File: src/rtl/fetch_pkg.sv
// Shared definitions for the instruction fetch stage.
//   fetch_state_e    : fetch FSM states
//   BYTE_W           : width of one instruction-memory byte
//   PC_INC           : constant increment fed to the external adder
//   DEFAULT_RESET_PC : default PC after reset
package fetch_pkg;

  typedef enum logic [1:0] {
    IDLE  = 2'd0,
    FETCH = 2'd1,
    VALID = 2'd2
  } fetch_state_e;

  localparam int          BYTE_W           = 8;
  localparam logic [7:0]  PC_INC           = 8'd1;
  localparam logic [7:0]  DEFAULT_RESET_PC = 8'h00;

endpackage

File: src/rtl/instr_fetch_unit_if.sv
// Bus bundle between the fetch unit and its surroundings (instruction
// memory, external PC adder, decode stage, branch/jump redirect).
//   master : the fetch unit side
//   slave  : the environment side (memory, adder, decode, branch logic)
interface instr_fetch_unit_if #(
  parameter int BYTES_PER_INSTR = 4
);

  logic                         EN;
  logic                         MEM_REQ;
  logic [7:0]                   MEM_ADDR;
  logic                         MEM_RDY;
  logic [7:0]                   MEM_RDATA;
  logic [7:0]                   ADD_A;
  logic [7:0]                   ADD_B;
  logic [7:0]                   ADD_SUM;
  logic                         ADD_CO;
  logic [8*BYTES_PER_INSTR-1:0] INSTR;
  logic [7:0]                   INSTR_PC;
  logic                         INSTR_VALID;
  logic                         INSTR_READY;
  logic                         REDIRECT;
  logic [7:0]                   REDIRECT_PC;
  logic                         PC_WRAP;

  modport master (
    input  EN, MEM_RDY, MEM_RDATA, ADD_SUM, ADD_CO, INSTR_READY,
           REDIRECT, REDIRECT_PC,
    output MEM_REQ, MEM_ADDR, ADD_A, ADD_B, INSTR, INSTR_PC,
           INSTR_VALID, PC_WRAP
  );

  modport slave (
    output EN, MEM_RDY, MEM_RDATA, ADD_SUM, ADD_CO, INSTR_READY,
           REDIRECT, REDIRECT_PC,
    input  MEM_REQ, MEM_ADDR, ADD_A, ADD_B, INSTR, INSTR_PC,
           INSTR_VALID, PC_WRAP
  );

endinterface

File: src/rtl/instr_byte_assembler.sv
// Collects instruction bytes into little-endian lanes.
//   clk_i, rst_ni : clock, asynchronous active-low reset
//   clr_i         : drop all collected bytes, restart at lane 0
//   wr_i, wdata_i : store wdata_i into the current lane and advance
//   last_o        : current lane is the final one of the instruction
//   word_o        : collected lanes with the incoming byte merged into the
//                   current lane, so the full word is ready on the last write
module instr_byte_assembler
  import fetch_pkg::*;
#(
  parameter int BYTES_PER_INSTR = 4
) (
  input  logic                              clk_i,
  input  logic                              rst_ni,
  input  logic                              clr_i,
  input  logic                              wr_i,
  input  logic [BYTE_W-1:0]                 wdata_i,
  output logic                              last_o,
  output logic [BYTE_W*BYTES_PER_INSTR-1:0] word_o
);

  localparam int CNT_W = (BYTES_PER_INSTR > 1) ? $clog2(BYTES_PER_INSTR) : 1;

  logic [CNT_W-1:0]                          cnt_q, cnt_d;
  logic [BYTES_PER_INSTR-1:0][BYTE_W-1:0]    lanes_q, lanes_d;
  logic [BYTES_PER_INSTR-1:0][BYTE_W-1:0]    merged;

  assign last_o = (cnt_q == CNT_W'(BYTES_PER_INSTR - 1));

  always_comb begin
    merged        = lanes_q;
    merged[cnt_q] = wdata_i;
  end

  assign word_o = merged;

  always_comb begin
    cnt_d   = cnt_q;
    lanes_d = lanes_q;
    if (clr_i) begin
      cnt_d   = '0;
      lanes_d = '0;
    end else if (wr_i) begin
      lanes_d[cnt_q] = wdata_i;
      cnt_d          = last_o ? '0 : cnt_q + CNT_W'(1);
    end
  end

  always_ff @(posedge clk_i or negedge rst_ni) begin
    if (!rst_ni) begin
      cnt_q   <= '0;
      lanes_q <= '0;
    end else begin
      cnt_q   <= cnt_d;
      lanes_q <= lanes_d;
    end
  end

endmodule

File: src/rtl/instr_fetch_unit.sv
// Multi-cycle instruction fetch stage of the 8-bit MIPS core. Reads one
// instruction as BYTES_PER_INSTR sequential bytes, owns the PC (incremented
// through the external 8-bit adder), and hands the word to decode under a
// valid/ready handshake. A redirect reloads the PC and aborts any fetch.
//   CLK, RST_N : clock (rising edge), asynchronous active-low reset
//   bus        : memory, adder, decode and redirect signals (master side)
module instr_fetch_unit
  import fetch_pkg::*;
#(
  parameter logic [7:0] RESET_PC        = DEFAULT_RESET_PC,
  parameter int         BYTES_PER_INSTR = 4
) (
  input  logic               CLK,
  input  logic               RST_N,
  instr_fetch_unit_if.master bus
);

  localparam int INSTR_W = BYTE_W * BYTES_PER_INSTR;

  fetch_state_e        state_q, state_d;
  logic [7:0]          pc_q, pc_d;
  logic [7:0]          start_pc_q, start_pc_d;
  logic [INSTR_W-1:0]  instr_q, instr_d;
  logic [7:0]          instr_pc_q, instr_pc_d;
  logic                valid_q, valid_d;
  logic                wrap_q, wrap_d;

  logic                asm_clr;
  logic                asm_wr;
  logic                asm_last;
  logic [INSTR_W-1:0]  asm_word;

  instr_byte_assembler #(
    .BYTES_PER_INSTR (BYTES_PER_INSTR)
  ) u_asm (
    .clk_i   (CLK),
    .rst_ni  (RST_N),
    .clr_i   (asm_clr),
    .wr_i    (asm_wr),
    .wdata_i (bus.MEM_RDATA),
    .last_o  (asm_last),
    .word_o  (asm_word)
  );

  // The adder sits outside this block; its result is consumed in the same
  // cycle, so the operands must be the live PC.
  assign bus.ADD_A       = pc_q;
  assign bus.ADD_B       = PC_INC;
  assign bus.MEM_ADDR    = pc_q;
  assign bus.MEM_REQ     = (state_q == FETCH);
  assign bus.INSTR       = instr_q;
  assign bus.INSTR_PC    = instr_pc_q;
  assign bus.INSTR_VALID = valid_q;
  assign bus.PC_WRAP     = wrap_q;

  always_comb begin
    state_d    = state_q;
    pc_d       = pc_q;
    start_pc_d = start_pc_q;
    instr_d    = instr_q;
    instr_pc_d = instr_pc_q;
    valid_d    = valid_q;
    wrap_d     = wrap_q;
    asm_clr    = 1'b0;
    asm_wr     = 1'b0;

    if (bus.REDIRECT) begin
      // Redirect wins over everything: a coincident memory byte and a
      // coincident decode handshake are both ignored.
      pc_d       = bus.REDIRECT_PC;
      start_pc_d = bus.REDIRECT_PC;
      valid_d    = 1'b0;
      asm_clr    = 1'b1;
      state_d    = bus.EN ? FETCH : IDLE;
    end else begin
      unique case (state_q)
        IDLE: begin
          if (bus.EN) begin
            state_d    = FETCH;
            start_pc_d = pc_q;
            asm_clr    = 1'b1;
          end
        end
        FETCH: begin
          // EN is not looked at here: a started instruction always completes.
          if (bus.MEM_RDY) begin
            asm_wr = 1'b1;
            pc_d   = bus.ADD_SUM;
            if (bus.ADD_CO) wrap_d = 1'b1;
            if (asm_last) begin
              instr_d    = asm_word;
              instr_pc_d = start_pc_q;
              valid_d    = 1'b1;
              state_d    = VALID;
            end
          end
        end
        VALID: begin
          if (bus.INSTR_READY) begin
            valid_d = 1'b0;
            if (bus.EN) begin
              state_d    = FETCH;
              start_pc_d = pc_q;
              asm_clr    = 1'b1;
            end else begin
              state_d = IDLE;
            end
          end
        end
        default: state_d = IDLE;
      endcase
    end
  end

  always_ff @(posedge CLK or negedge RST_N) begin
    if (!RST_N) begin
      state_q    <= IDLE;
      pc_q       <= RESET_PC;
      start_pc_q <= RESET_PC;
      instr_q    <= '0;
      instr_pc_q <= '0;
      valid_q    <= 1'b0;
      wrap_q     <= 1'b0;
    end else begin
      state_q    <= state_d;
      pc_q       <= pc_d;
      start_pc_q <= start_pc_d;
      instr_q    <= instr_d;
      instr_pc_q <= instr_pc_d;
      valid_q    <= valid_d;
      wrap_q     <= wrap_d;
    end
  end

endmodule

File: src/flat_wrapper.sv
// flat-port wrapper written by rule: the top's interface ports become plain ports
module instr_fetch_unit_flat import fetch_pkg::*;
#(
  parameter logic [7:0] RESET_PC        = DEFAULT_RESET_PC,
  parameter int         BYTES_PER_INSTR = 4
)
  (CLK, RST_N, bus_EN, bus_MEM_RDY, bus_MEM_RDATA, bus_ADD_SUM, bus_ADD_CO, bus_INSTR_READY, bus_REDIRECT, bus_REDIRECT_PC, bus_MEM_REQ, bus_MEM_ADDR, bus_ADD_A, bus_ADD_B, bus_INSTR, bus_INSTR_PC, bus_INSTR_VALID, bus_PC_WRAP);
  instr_fetch_unit_if #(.BYTES_PER_INSTR(BYTES_PER_INSTR)) bus_i ();
  input  logic CLK;
  input  logic RST_N;
  input wire logic [$bits(bus_i.EN)-1:0] bus_EN;
  input wire logic [$bits(bus_i.MEM_RDY)-1:0] bus_MEM_RDY;
  input wire logic [$bits(bus_i.MEM_RDATA)-1:0] bus_MEM_RDATA;
  input wire logic [$bits(bus_i.ADD_SUM)-1:0] bus_ADD_SUM;
  input wire logic [$bits(bus_i.ADD_CO)-1:0] bus_ADD_CO;
  input wire logic [$bits(bus_i.INSTR_READY)-1:0] bus_INSTR_READY;
  input wire logic [$bits(bus_i.REDIRECT)-1:0] bus_REDIRECT;
  input wire logic [$bits(bus_i.REDIRECT_PC)-1:0] bus_REDIRECT_PC;
  output wire logic [$bits(bus_i.MEM_REQ)-1:0] bus_MEM_REQ;
  output wire logic [$bits(bus_i.MEM_ADDR)-1:0] bus_MEM_ADDR;
  output wire logic [$bits(bus_i.ADD_A)-1:0] bus_ADD_A;
  output wire logic [$bits(bus_i.ADD_B)-1:0] bus_ADD_B;
  output wire logic [$bits(bus_i.INSTR)-1:0] bus_INSTR;
  output wire logic [$bits(bus_i.INSTR_PC)-1:0] bus_INSTR_PC;
  output wire logic [$bits(bus_i.INSTR_VALID)-1:0] bus_INSTR_VALID;
  output wire logic [$bits(bus_i.PC_WRAP)-1:0] bus_PC_WRAP;
  assign bus_i.EN = bus_EN;
  assign bus_i.MEM_RDY = bus_MEM_RDY;
  assign bus_i.MEM_RDATA = bus_MEM_RDATA;
  assign bus_i.ADD_SUM = bus_ADD_SUM;
  assign bus_i.ADD_CO = bus_ADD_CO;
  assign bus_i.INSTR_READY = bus_INSTR_READY;
  assign bus_i.REDIRECT = bus_REDIRECT;
  assign bus_i.REDIRECT_PC = bus_REDIRECT_PC;
  assign bus_MEM_REQ = bus_i.MEM_REQ;
  assign bus_MEM_ADDR = bus_i.MEM_ADDR;
  assign bus_ADD_A = bus_i.ADD_A;
  assign bus_ADD_B = bus_i.ADD_B;
  assign bus_INSTR = bus_i.INSTR;
  assign bus_INSTR_PC = bus_i.INSTR_PC;
  assign bus_INSTR_VALID = bus_i.INSTR_VALID;
  assign bus_PC_WRAP = bus_i.PC_WRAP;
  instr_fetch_unit #(.RESET_PC(RESET_PC), .BYTES_PER_INSTR(BYTES_PER_INSTR)) u_core (.CLK(CLK), .RST_N(RST_N), .bus(bus_i));
endmodule
File: config.mk
export PLATFORM = sky130hd
export DESIGN_NAME = instr_fetch_unit_flat
export DESIGN_NICKNAME = d
export VERILOG_FILES = /design/src/rtl/fetch_pkg.sv /design/src/rtl/instr_fetch_unit_if.sv /design/src/rtl/instr_byte_assembler.sv /design/src/rtl/instr_fetch_unit.sv /design/src/flat_wrapper.sv
export SDC_FILE = /design/constraint.sdc
export NUM_CORES = 1
export LEC_CHECK = 0
export ABC_AREA = 1
export BUFFER_PORTS_ARGS = -buffer_cell sky130_fd_sc_hd__buf_4
export CORE_MARGIN = 4
export CORE_UTILIZATION = 55
export DETAILED_ROUTE_END_ITERATION = 16
export MAX_ROUTING_LAYER = met4
export PLACE_DENSITY_LB_ADDON = 0.2
export SLEW_MARGIN = 30
export SYNTH_ARGS = -nofsm -noshare
export SYNTH_HDL_FRONTEND = slang
export SYNTH_SLANG_ARGS = --single-unit
File: constraint.sdc
create_clock -name CLK -period 2.6 [get_ports CLK]
set_input_delay 0.26 -clock CLK [delete_from_list [all_inputs] [get_ports CLK]]
set_output_delay 0.26 -clock CLK [all_outputs]
set_load 0.03 [all_outputs]
==> run_summary.xml <==
<?xml version="1.0" encoding="UTF-8"?>
<metrics>
  <group name="cts">
    <metric name="ctsRootBufferMaster" unit="">sky130_fd_sc_hd__clkbuf_8</metric>
    <metric name="cts-buffers-inserted" unit="">9</metric>
    <metric name="cts_htree_levels" unit="">3</metric>
    <metric name="clockBufferDepth" unit="">2</metric>
    <metric name="clock_insertion_delay_worst_skew" unit="ns">0.36</metric>
    <metric name="worst_setup_hold_path_clk_slew" unit="ns">0.09</metric>
    <metric name="clock_sink_count" unit="">86</metric>
    <metric name="cts-resized-gates" unit="">0</metric>
    <metric name="tritoncts" unit="">done</metric>
  </group>
  <group name="timing">
    <metric name="max_clock_freq" unit="GHz">0.506</metric>
    <metric name="final-max-slew-violation-count" unit="">0</metric>
    <metric name="final_hold_violations" unit="">0</metric>
    <metric name="skew" unit="ns">0.0110</metric>
    <metric name="setup_repair_after_global_routing_missed_its_margin" unit="">no</metric>
    <metric name="period_needed" unit="ns">1.98</metric>
    <metric name="setup_total_negative_slack" unit="ns">0</metric>
    <metric name="worst-slew-pin-transition" unit="ns">0.756</metric>
    <metric name="max_slew_margin" unit="%">49.5</metric>
    <metric name="setup_violating_endpoint_count_in_the_final_report" unit="">0</metric>
    <metric name="final_min_period_over_clock_period" unit="%">76.0</metric>
    <metric name="timing.final.ws_setup" unit="ns">0.625</metric>
  </group>
  <group name="global_route">
    <metric name="grt_start_max_net_pins" unit="">51</metric>
    <metric name="number_of_global_route_vias_before_repair" unit="">3266</metric>
    <metric name="wire_length_of_the_first_global_routing_pass" unit="um">14900</metric>
    <metric name="grt_remaining_overflow" unit="">0</metric>
    <metric name="initial_antenna_violation_count" unit="">0</metric>
    <metric name="globalRouteTotalUtil" unit="%">22.7</metric>
  </group>
  <group name="logic_synthesis">
    <metric name="netlist_instances" unit="">481</metric>
    <metric name="synth_enable_flop_cells" unit="">0</metric>
    <metric name="synth-async-reset-ratio" unit="%">100</metric>
    <metric name="synth-warning-count" unit="">0</metric>
    <metric name="yosysUniqueCellTypes" unit="">21</metric>
    <metric name="yosys_register_bits" unit="">86</metric>
    <metric name="mappedNetlistArea" unit="sq mm">0.00388</metric>
    <metric name="synthesis.area_per_instance" unit="sq um">8.07</metric>
    <metric name="predominant_post_synthesis_flop_cell" unit="">sky130_fd_sc_hd__dfrtp_1</metric>
    <metric name="seq_area_frac_synth" unit="%">55.5</metric>
  </group>
  <group name="flow_run">
    <metric name="drv.max_cap_violation_count" unit="">0</metric>
  </group>
  <group name="detailed_routing">
    <metric name="drc" unit="">0</metric>
    <metric name="routedWlPerCell" unit="um">13.4</metric>
    <metric name="initialDrtViolationCount" unit="">199</metric>
    <metric name="firstDrtPassIters" unit="">5</metric>
    <metric name="routed-via-count" unit="">3278</metric>
    <metric name="post_drt_via_cell_ratio" unit="">5.01</metric>
    <metric name="antenna_violating_nets_post_route" unit="">0</metric>
    <metric name="wire_length_reported_by_the_detailed_router" unit="um">8740</metric>
  </group>
  <group name="setup_path">
    <metric name="arr_time_crit_path" unit="ns">2.18</metric>
    <metric name="critPathMaxFanout" unit="">26</metric>
    <metric name="reg2regPathDepth" unit="">6</metric>
    <metric name="end_kind" unit="">flop</metric>
    <metric name="timing.critical_path.required" unit="ns">2.81</metric>
    <metric name="worstSetupStartpointType" unit="">flop</metric>
    <metric name="r2r_start" unit="">u_core.state_q[1]$_DFFE_PN0P_</metric>
    <metric name="setup.worst_path.end" unit="">u_core.u_asm.lanes_q[20]$_DFFE_PN0P_</metric>
    <metric name="slack_of_the_worst_reg_to_reg_path" unit="ns">0.62</metric>
    <metric name="worst_setup_path_startpoint" unit="">u_core.state_q[1]$_DFFE_PN0P_</metric>
    <metric name="crit-reg2reg-capture" unit="">u_core.u_asm.lanes_q[20]$_DFFE_PN0P_</metric>
    <metric name="criticalPathCategory" unit="">flop to flop</metric>
  </group>
  <group name="final_layout">
    <metric name="syn_to_final_growth" unit="%">20.7</metric>
    <metric name="drive_gt1_share" unit="%">19.7</metric>
    <metric name="antenna_cells" unit="">0</metric>
    <metric name="numnets_final" unit="">588</metric>
  </group>
  <group name="pwr">
    <metric name="vdd_ir_drop_max" unit="uV">561</metric>
    <metric name="p_leak" unit="nW">2.52</metric>
    <metric name="power-per-cell-area" unit="mW/mm^2">647</metric>
  </group>
  <group name="place">
    <metric name="placement.io_buffers" unit="">89</metric>
    <metric name="placement.setup.worst_slack" unit="ns">0.586</metric>
    <metric name="gp_routability_congestion" unit="">0.871</metric>
    <metric name="dp.final_hpwl" unit="um">5940</metric>
  </group>
  <group name="die">
    <metric name="start_util" unit="%">56.8</metric>
    <metric name="die_area" unit="sq mm">0.00846</metric>
    <metric name="core_area" unit="sq mm">0.00683</metric>
    <metric name="floorplan.die.width" unit="um">92.0</metric>
    <metric name="dieHeight" unit="um">92.0</metric>
    <metric name="fp-row-count" unit="">30</metric>
    <metric name="design.portCount" unit="">98</metric>
  </group>
  <group name="status">
    <metric name="run_status" unit="">finished, final reports clean</metric>
  </group>
  <group name="hold_path">
    <metric name="hold_class" unit="">input pin to flop</metric>
  </group>
</metrics>
## through the flow
step / hold slack [ns] / instance area, sq um / util, % / instances / power (mW)
3_3_place_gp: 0.242 / 4500 / 65.9 / 637 / 2.20
6_report: 0.104 / 4680 / 68.5 / 654 / 3.03
5_1_grt: 0.117 / 4680 / 68.5 / 654 / 3.17
4_1_cts: 0.109 / 4680 / 68.5 / 654 / 3.04
2_1_floorplan: -0.0356 / 3900 / - / 487 / 1.99
3_5_place_dp: 0.245 / 4500 / 65.9 / 637 / 2.22
## worst min path at each step
| stage | start | to | slack, ns | cells past startpoint |
|---|---|---|---|---|
| after floorplan | RST_N | u_core.bus.ADD_A[0]$_DFFE_PN0P_ | -0.04 | 0 |
| after global placement | RST_N | u_core.bus.INSTR_PC[3]$_DFFE_PN0P_ | 0.24 | 1 |
| after detailed placement | RST_N | u_core.bus.INSTR_PC[4]$_DFFE_PN0P_ | 0.24 | 1 |
| after CTS | bus_ADD_CO | u_core.bus.PC_WRAP$_DFFE_PN0P_ | 0.11 | 2 |
| after global routing | bus_ADD_CO | u_core.bus.PC_WRAP$_DFFE_PN0P_ | 0.12 | 2 |
| final | bus_ADD_CO | u_core.bus.PC_WRAP$_DFFE_PN0P_ | 0.10 | 2 |
## state kept, by name, summed over array words and instances (netlist names)
signal / count
u_core.bus.ADD_A: 8
u_core.bus.INSTR: 32
u_core.bus.INSTR_PC: 8
u_core.bus.INSTR_VALID: 1
u_core.bus.PC_WRAP: 1
u_core.start_pc_q: 8
u_core.state_q: 2
u_core.u_asm.cnt_q: 2
u_core.u_asm.lanes_q: 24
## kinds of logic after synthesis
logic type	Yosys count	synth area share (%)
and+or+nand+nor	249	24.6
DFF	86	55.5
buffers and inverters	73	9.13
AOI/OAI and AO/OA	67	9.29
adders and majority gates	4	1.29
other	2	0.194
## cells in the mapped netlist (all sizes together), types with 2 or more instances
| cell | number | area, sq um |
|---|---|---|
| nor2 | 12 | 47.6 |
| ha | 4 | 50.1 |
| nand3 | 3 | 15.0 |
| conb | 2 | 7.51 |
| clkbuf | 18 | 67.6 |
| buf | 20 | 155 |
| dfrtp | 86 | 2150 |
| a21oi | 2 | 10.0 |
| nand2 | 233 | 877 |
| o21ai | 55 | 275 |
| o211ai | 8 | 60.1 |
| inv | 34 | 128 |
## critical path, stage by stage (launching register included)
cell and delay, ns:
sky130_fd_sc_hd__dfrtp_1 0.45, sky130_fd_sc_hd__inv_2 0.08, sky130_fd_sc_hd__nand2_1 0.12, sky130_fd_sc_hd__nor2_2 0.32, sky130_fd_sc_hd__nand2_1 0.10, sky130_fd_sc_hd__nand2_1 0.57, sky130_fd_sc_hd__o21ai_0 0.17
## layout by cell type (no fill, tap or decap), types with 2 or more instances in the layout
cell type | synthesis | final
sky130_fd_sc_hd__clkbuf_1 | 18 | 3
sky130_fd_sc_hd__nor2_1 | 11 | 11
sky130_fd_sc_hd__a21oi_1 | 2 | 2
sky130_fd_sc_hd__inv_2 | 2 | 2
sky130_fd_sc_hd__nand3_1 | 3 | 3
sky130_fd_sc_hd__clkbuf_8 | 0 | 10
sky130_fd_sc_hd__clkinvlp_4 | 0 | 2
sky130_fd_sc_hd__ha_1 | 4 | 4
sky130_fd_sc_hd__buf_4 | 17 | 91
sky130_fd_sc_hd__inv_1 | 32 | 32
sky130_fd_sc_hd__dfrtp_1 | 86 | 86
sky130_fd_sc_hd__o211ai_1 | 8 | 8
sky130_fd_sc_hd__o21ai_0 | 55 | 55
sky130_fd_sc_hd__nand2_1 | 232 | 232
sky130_fd_sc_hd__conb_1 | 2 | 8
## repair_timing
item	in CTS	in global routing
setup buffers	0	0
hold buffers	1	0
hold endpoints to repair	36	0
endpoints found under the setup margin	0	0
## area by class of cell
class | count | area [sq um]
clock buffer | 13 | 149
inverter | 35 | 131
sequential | 86 | 2150
timing repair buffer | 93 | 713
tap | 96 | 120
fill | 587 | 2150
clock inverter | 3 | 20.0
multi-input combinational | 328 | 1400
## routing by layer
layer / vias up / global-route usage [%] / part of all wire, %
met5: - / - / 0
li1: 1603 / - / -
met2: 105 / 34.7 / 48
met3: 18 / 4.35 / 5.9
met1: 1552 / 29.5 / 44
met4: 0 / 10.5 / 2.1
## report_power, final
part / total (mW) / internal, mW / leakage [nW] / switching (mW)
logic: 0.697 / 0.218 / 1.28 / 0.479
clock network: 0.832 / 0.373 / 0.0796 / 0.459
registers: 1.50 / 1.44 / 1.16 / 0.0623
Note: power is estimated with default switching activity, not from simulation.
